--- src/rtl/vic_pkg.sv ---
// vic_pkg: shared constants, FSM encoding and helpers for vic_regbank.
// Optional IRQ support is enabled with VIC_REGBANK_IRQ_EN.
package vic_pkg;

  localparam int CTRL_ENABLE_BIT = 0;
  localparam int CTRL_COMMIT_BIT = 1;
  localparam int CTRL_RDSEL_BIT  = 2;
  localparam int CTRL_IRQCLR_BIT = 3;

  typedef enum logic {
    IDLE    = 1'b0,
    PENDING = 1'b1
  } vic_state_e;

  // The control register sits at the top of the address space.
  function automatic int ctrl_addr(input int addr_w);
    return (1 << addr_w) - 1;
  endfunction

endpackage

--- src/rtl/vic_regbank_ctrl.sv ---
// vic_regbank_ctrl: CTRL register, commit FSM and optional sticky IRQ.
// Macro VIC_REGBANK_IRQ_EN adds the irq output and CTRL bit3.
module vic_regbank_ctrl
  import vic_pkg::*;
#(
  parameter int DATA_W = 4
) (
  input  logic              clk,
  input  logic              rst_n,
  input  logic              ctrl_we,
  input  logic [DATA_W-1:0] wdata,
  input  logic              frame_sync,
  output logic              copy,
  output logic              enable,
  output logic              rdsel,
  output logic              pending,
  output logic [DATA_W-1:0] rdata
`ifdef VIC_REGBANK_IRQ_EN
  ,output logic             irq
`endif
);

  vic_state_e state_q, state_d;
  logic       enable_q, enable_d;
  logic       rdsel_q, rdsel_d;
  logic [3:0] wlo;
  logic [3:0] rd4;
  logic       irq_bit;

  // Low CTRL bits of the write data, safe for any DATA_W >= 3.
  always_comb begin
    wlo = '0;
    for (int i = 0; i < 4 && i < DATA_W; i++) begin
      wlo[i] = wdata[i];
    end
  end

  // A copy only fires from PENDING; a sync seen in IDLE is dropped.
  assign copy    = (state_q == PENDING) && frame_sync;
  assign pending = (state_q == PENDING);
  assign enable  = enable_q;
  assign rdsel   = rdsel_q;

  // Next-state for the commit FSM and the R/W control bits.
  always_comb begin
    state_d  = state_q;
    enable_d = enable_q;
    rdsel_d  = rdsel_q;
    unique case (state_q)
      IDLE: begin
        if (ctrl_we && wlo[CTRL_COMMIT_BIT]) state_d = PENDING;
      end
      PENDING: begin
        if (frame_sync) state_d = IDLE;
      end
      default: state_d = IDLE;
    endcase
    if (ctrl_we) begin
      enable_d = wlo[CTRL_ENABLE_BIT];
      rdsel_d  = wlo[CTRL_RDSEL_BIT];
    end
  end

  // Commit FSM and control bits.
  always_ff @(posedge clk or negedge rst_n) begin
    if (!rst_n) begin
      state_q  <= IDLE;
      enable_q <= 1'b0;
      rdsel_q  <= 1'b0;
    end else begin
      state_q  <= state_d;
      enable_q <= enable_d;
      rdsel_q  <= rdsel_d;
    end
  end

`ifdef VIC_REGBANK_IRQ_EN
  logic irq_q, irq_d;

  // Sticky IRQ: a copy sets it and wins over a same-cycle clear.
  always_comb begin
    irq_d = irq_q;
    if (copy) begin
      irq_d = 1'b1;
    end else if (ctrl_we && wlo[CTRL_IRQCLR_BIT]) begin
      irq_d = 1'b0;
    end
  end

  // IRQ flag register.
  always_ff @(posedge clk or negedge rst_n) begin
    if (!rst_n) irq_q <= 1'b0;
    else        irq_q <= irq_d;
  end

  assign irq     = irq_q;
  assign irq_bit = irq_q;
`else
  logic unused_irqclr;
  assign unused_irqclr = wlo[CTRL_IRQCLR_BIT];
  assign irq_bit       = 1'b0;
`endif

  // CTRL readback; COMMIT reads as the pending flag.
  always_comb begin
    rd4                  = '0;
    rd4[CTRL_ENABLE_BIT] = enable_q;
    rd4[CTRL_COMMIT_BIT] = (state_q == PENDING);
    rd4[CTRL_RDSEL_BIT]  = rdsel_q;
    rd4[CTRL_IRQCLR_BIT] = irq_bit;
    rdata                = DATA_W'(rd4);
  end

endmodule

--- src/rtl/vic_regbank.sv ---
// vic_regbank: double-buffered VIC register file, frame-aligned commit.
// Macro VIC_REGBANK_IRQ_EN adds the o_irq output.
module vic_regbank
  import vic_pkg::*;
#(
  parameter int DATA_W   = 4,
  parameter int NUM_REGS = 31,
  parameter int ADDR_W   = 5
) (
  input  logic                       clk,
  input  logic                       rst_n,
  input  logic [ADDR_W-1:0]          i_VIC_regaddr,
  input  logic [DATA_W-1:0]          i_VIC_data,
  input  logic                       i_VIC_we,
  input  logic                       i_VIC_re,
  input  logic                       i_frame_sync,
  output logic [DATA_W-1:0]          o_VIC_data,
  output logic                       o_rd_valid,
  output logic [NUM_REGS*DATA_W-1:0] o_buffer,
  output logic                       o_enable,
  output logic                       o_pending
`ifdef VIC_REGBANK_IRQ_EN
  ,output logic                      o_irq
`endif
);

  localparam logic [ADDR_W-1:0] CTRL_ADDR = ADDR_W'(ctrl_addr(ADDR_W));

  logic [DATA_W-1:0] shadow_q [NUM_REGS];
  logic [DATA_W-1:0] shadow_d [NUM_REGS];
  logic [DATA_W-1:0] active_q [NUM_REGS];
  logic [DATA_W-1:0] active_d [NUM_REGS];
  logic [DATA_W-1:0] rdata_q, rdata_d;
  logic              rd_valid_q, rd_valid_d;
  logic [DATA_W-1:0] rd_mux;
  logic [DATA_W-1:0] ctrl_rdata;
  logic              ctrl_we;
  logic              copy;
  logic              rdsel;

  assign ctrl_we = i_VIC_we && (i_VIC_regaddr == CTRL_ADDR);

  vic_regbank_ctrl #(
    .DATA_W (DATA_W)
  ) u_ctrl (
    .clk        (clk),
    .rst_n      (rst_n),
    .ctrl_we    (ctrl_we),
    .wdata      (i_VIC_data),
    .frame_sync (i_frame_sync),
    .copy       (copy),
    .enable     (o_enable),
    .rdsel      (rdsel),
    .pending    (o_pending),
    .rdata      (ctrl_rdata)
`ifdef VIC_REGBANK_IRQ_EN
    ,.irq       (o_irq)
`endif
  );

  // Host writes go to shadow; copy snapshots the pre-write shadow.
  always_comb begin
    for (int k = 0; k < NUM_REGS; k++) begin
      shadow_d[k] = shadow_q[k];
      active_d[k] = copy ? shadow_q[k] : active_q[k];
      if (i_VIC_we && (i_VIC_regaddr == ADDR_W'(k))) begin
        shadow_d[k] = i_VIC_data;
      end
    end
  end

  // Read mux over the current (pre-write) register contents.
  always_comb begin
    rd_mux = '0;
    for (int k = 0; k < NUM_REGS; k++) begin
      if (i_VIC_regaddr == ADDR_W'(k)) begin
        rd_mux = rdsel ? active_q[k] : shadow_q[k];
      end
    end
    if (i_VIC_regaddr == CTRL_ADDR) rd_mux = ctrl_rdata;
  end

  // Read data holds its last value when no read is issued.
  always_comb begin
    rd_valid_d = i_VIC_re;
    rdata_d    = i_VIC_re ? rd_mux : rdata_q;
  end

  // Bank storage and registered read port.
  always_ff @(posedge clk or negedge rst_n) begin
    if (!rst_n) begin
      for (int k = 0; k < NUM_REGS; k++) begin
        shadow_q[k] <= '0;
        active_q[k] <= '0;
      end
      rdata_q    <= '0;
      rd_valid_q <= 1'b0;
    end else begin
      for (int k = 0; k < NUM_REGS; k++) begin
        shadow_q[k] <= shadow_d[k];
        active_q[k] <= active_d[k];
      end
      rdata_q    <= rdata_d;
      rd_valid_q <= rd_valid_d;
    end
  end

  // Flatten the active bank for the render pipeline.
  always_comb begin
    o_buffer = '0;
    for (int k = 0; k < NUM_REGS; k++) begin
      o_buffer[k*DATA_W +: DATA_W] = active_q[k];
    end
  end

  assign o_VIC_data = rdata_q;
  assign o_rd_valid = rd_valid_q;

endmodule
--- config.mk ---
export PLATFORM = sky130hd
export DESIGN_NAME = vic_regbank
export DESIGN_NICKNAME = d
export VERILOG_FILES = /design/src/rtl/vic_pkg.sv /design/src/rtl/vic_regbank_ctrl.sv /design/src/rtl/vic_regbank.sv
export SDC_FILE = /design/constraint.sdc
export NUM_CORES = 1
export LEC_CHECK = 0
export CORE_MARGIN = 2
export CORE_UTILIZATION = 46
export CTS_CLUSTER_DIAMETER = 60
export DETAILED_ROUTE_END_ITERATION = 8
export GPL_TIMING_DRIVEN = 1
export PLACE_DENSITY_LB_ADDON = 0.15
export SETUP_SLACK_MARGIN = 0.4
export SLEW_MARGIN = 20
export SYNTH_ARGS = -nofsm -noshare
export SYNTH_HDL_FRONTEND = slang
export SYNTH_SLANG_ARGS = --single-unit
--- constraint.sdc ---
create_clock -name clk -period 3.7 [get_ports clk]
set_input_delay 0.925 -clock clk [delete_from_list [all_inputs] [get_ports clk]]
set_output_delay 0.925 -clock clk [all_outputs]
set_load 0.005 [all_outputs]
==> results.py <==
metrics = {
    "logic_synthesis": {
        "ys_types": 59,
        "synth_area_per_cell_sq_um": 12.60,
        "ys_seq_elements": 256,
        "yosysWarnings": 0,
        "synth_edf_count": 0,
        "netlist_area_sq_um": 12680,
        "synth_flop_cell": "dfrtp_1",
        "synthDominantCellAreaShare_pct": 50.53,
        "async_reset_ff_share_pct": 100.0,
        "yosysTopAreaCell": "dfrtp_1",
        "synthCells": 1006,
        "synth_fp_nets": 1020,
        "yosys-top-cells-area": "dfrtp_1, mux2_2, mux2i_1",
        "yosysSeqAreaShare_pct": 50.53,
    },
    "place": {
        "pre_cts_slack_ps": -2.221,
        "place_hpwl_um": 25680,
        "gp_congestion": 0.9643,
        "io_buffers": 144,
    },
    "global_routing": {
        "grt_max_degree": 95,
        "grt-ovfl-total": 0,
        "grt_usage_pct": 25.32,
        "grt_antenna_before_repair": 0,
        "grt_pass1_vias": 9225,
        "grt_pass1_wl_um": 55800,
    },
    "route": {
        "wl_per_cell_um": 23.78,
        "via_per_inst": 5.954,
        "ant_nets": 0,
        "via_count": 9110,
        "routed_wl_um": 36390,
        "drtIter0Drc": 622,
        "drc": 0,
        "dr.pass1.iters": 5,
    },
    "sta": {
        "max_freq_ghz": 0.3185,
        "hold_ws_ps": 281.4,
        "final.setup.tns_ps": 0,
        "hold_viol": 0,
        "min_period_over_period_pct": 84.86,
        "worst_slew_pin_slew_ps": 891.3,
        "grt_setup_unrepaired": "no",
        "slew_viol_final": 0,
        "fin_ws_ps": 560.1,
        "clock_skew_ps": 13.85,
        "period_needed_ps": 3140,
        "setup_violations": 0,
        "slew_headroom_pct": 40.58,
    },
    "clock_tree": {
        "cts_sinks": 256,
        "htreeDepth": 1,
        "cts_buffer_depth": 3,
        "cts_inserted_buffers": 29,
        "post-cts-setup-buffer-count": 0,
        "cts_tree": "done",
        "insertion_delay_ps": 540,
        "path_clk_slew_ps": 60,
        "cts_resized": 0,
        "ctsHoldBuffers": 0,
        "cts_root_buf": "clkbuf_16",
    },
    "worst_setup_path": {
        "rr_endpoint": "o_VIC_data[2]",
        "worstPathMaxFanout": 33,
        "cp-end-kind": "flop",
        "timing.rr.start": "u_ctrl.rdsel",
        "regToRegSetupSlack_ps": 730,
        "r2r_cells": 7,
        "startpoint_type": "input port",
        "required_ps": 4100,
        "crit_arrival_ps": 3540,
        "path_class": "in2reg",
    },
    "flow_run": {
        "drv_cap": 0,
    },
    "power": {
        "leakage_nw": 7.049,
        "power_mw": 8.074,
        "powerDensity_nw_per_um2": 512.9,
        "peakVddDrop_uv": 312.6,
    },
    "layout": {
        "fin_nets": 1181,
        "drive_above_1_share_pct": 34.74,
        "diodes": 0,
        "fin_util_pct": 58.24,
        "area_delta_synth_final_pct": 24.16,
    },
    "floorplan": {
        "fp.dieH_um": 170.0,
        "die_w_um": 170.0,
        "io_pins": 145,
        "die-area_sq_um": 28900,
        "core_sq_um": 27030,
        "rows": 60,
        "initial_utilization_pct": 46.91,
    },
    "run_status": {
        "status": "finished clean",
    },
    "min_path": {
        "hold_path.class": "in2async",
    },
}
power breakdown:
group	internal [mW]	total [mW]	switching, mW	leakage (nW)
clock network	1.81	2.99	1.18	0.509
registers	3.20	3.54	0.342	3.39
logic	0.846	1.55	0.700	3.15
total	5.85	8.07	2.22	7.05
cells by family (layout without fill, tap and decap cells):
family,Yosys count,in the layout,synth area share [%]
AO/OA/AOI/OAI,127,127,7.432
buffers and inverters,74,257,2.517
flip-flops,256,256,50.53
multiplexers,368,368,32.27
AND/OR/NAND/NOR,181,181,7.244
through the flow:
stage	instances	cell area (sq um)
global route	1530	15740
CTS	1530	15740
detailed placement	1477	14730
finish	1530	15740
global placement	1477	14730
floorplan	1006	12680
layer usage:
layer	global-route usage (%)	share of wire [%]	wire, um	up-vias
li1	-	-	-	4096
met4	7.655	3.0	1075	0
met1	35.55	45	16240	4667
met5	0	0	0	-
met3	3.837	5.3	1926	64
met2	40.78	47	17140	283
synth_stat cells, types with 9 or more instances:
library cell  count
nand2_1          44
clkbuf_1         39
nor2_1           36
mux2_2          286
nor2b_1           9
nor3_1           24
o21ai_0          18
a211oi_1         10
dfrtp_1         256
buf_2            18
nand3_1          29
a21oi_1          18
o211ai_1         18
mux2i_1          78
cell type report:
| class | instances | area [sq um] |
|---|---|---|
| clock buffers | 38 | 839.6 |
| multi-input cells | 676 | 5959 |
| flip-flops and latches | 256 | 6410 |
| repair buffers | 200 | 1922 |
| clock inverters | 15 | 167.7 |
| inverters | 4 | 15.01 |
| well taps | 341 | 426.7 |
| fillers | 2262 | 11290 |
worst max path at each step:
stage	from	to	cells past startpoint
final	i_VIC_regaddr[1]	o_VIC_data[2]	8
after global routing	i_VIC_regaddr[1]	o_VIC_data[2]	8
after CTS	i_VIC_regaddr[1]	o_VIC_data[2]	8
after detailed placement	i_VIC_regaddr[1]	o_VIC_data[2]	8
after global placement	i_VIC_regaddr[1]	o_VIC_data[2]	8
after floorplan	i_VIC_regaddr[2]	o_VIC_data[3]	7
critical path, cell delays in order:
cell,delay (ps)
clkdlybuf4s50_1,590
buf_12,220
mux2_2,350
mux4_2,460
nand2_1,120
nand4_1,140
a2111oi_0,590
a21oi_1,150
cells in the final DEF (no fill, tap or decap), drive strengths merged, types with 4 or more instances in the layout:
cell type and instances:
mux2 286, dfrtp 256, clkdlybuf4s50 139, mux2i 78, buf 61, nand2 44
clkbuf 38, nor2 36, nand3 29, nor3 25, a21oi 18, o211ai 18
o21ai 18, a211oi 10, clkinv 10, nor2b 9, o32ai 8, a32oi 8
a221oi 7, a2111oi 7, nand3b 6, inv 6, nand2b 5, and3b 5
o2111ai 4, o22ai 4, nor4 4, mux4 4
registers in the layout, summed over array words and instances (netlist names):
register        flops
u_ctrl.rdsel        1
u_ctrl.pending      1
o_VIC_data          4
shadow_q          124
o_buffer          124
u_ctrl.enable       1
o_rd_valid          1
No activity file was read; power rests on OpenSTA's default activity.
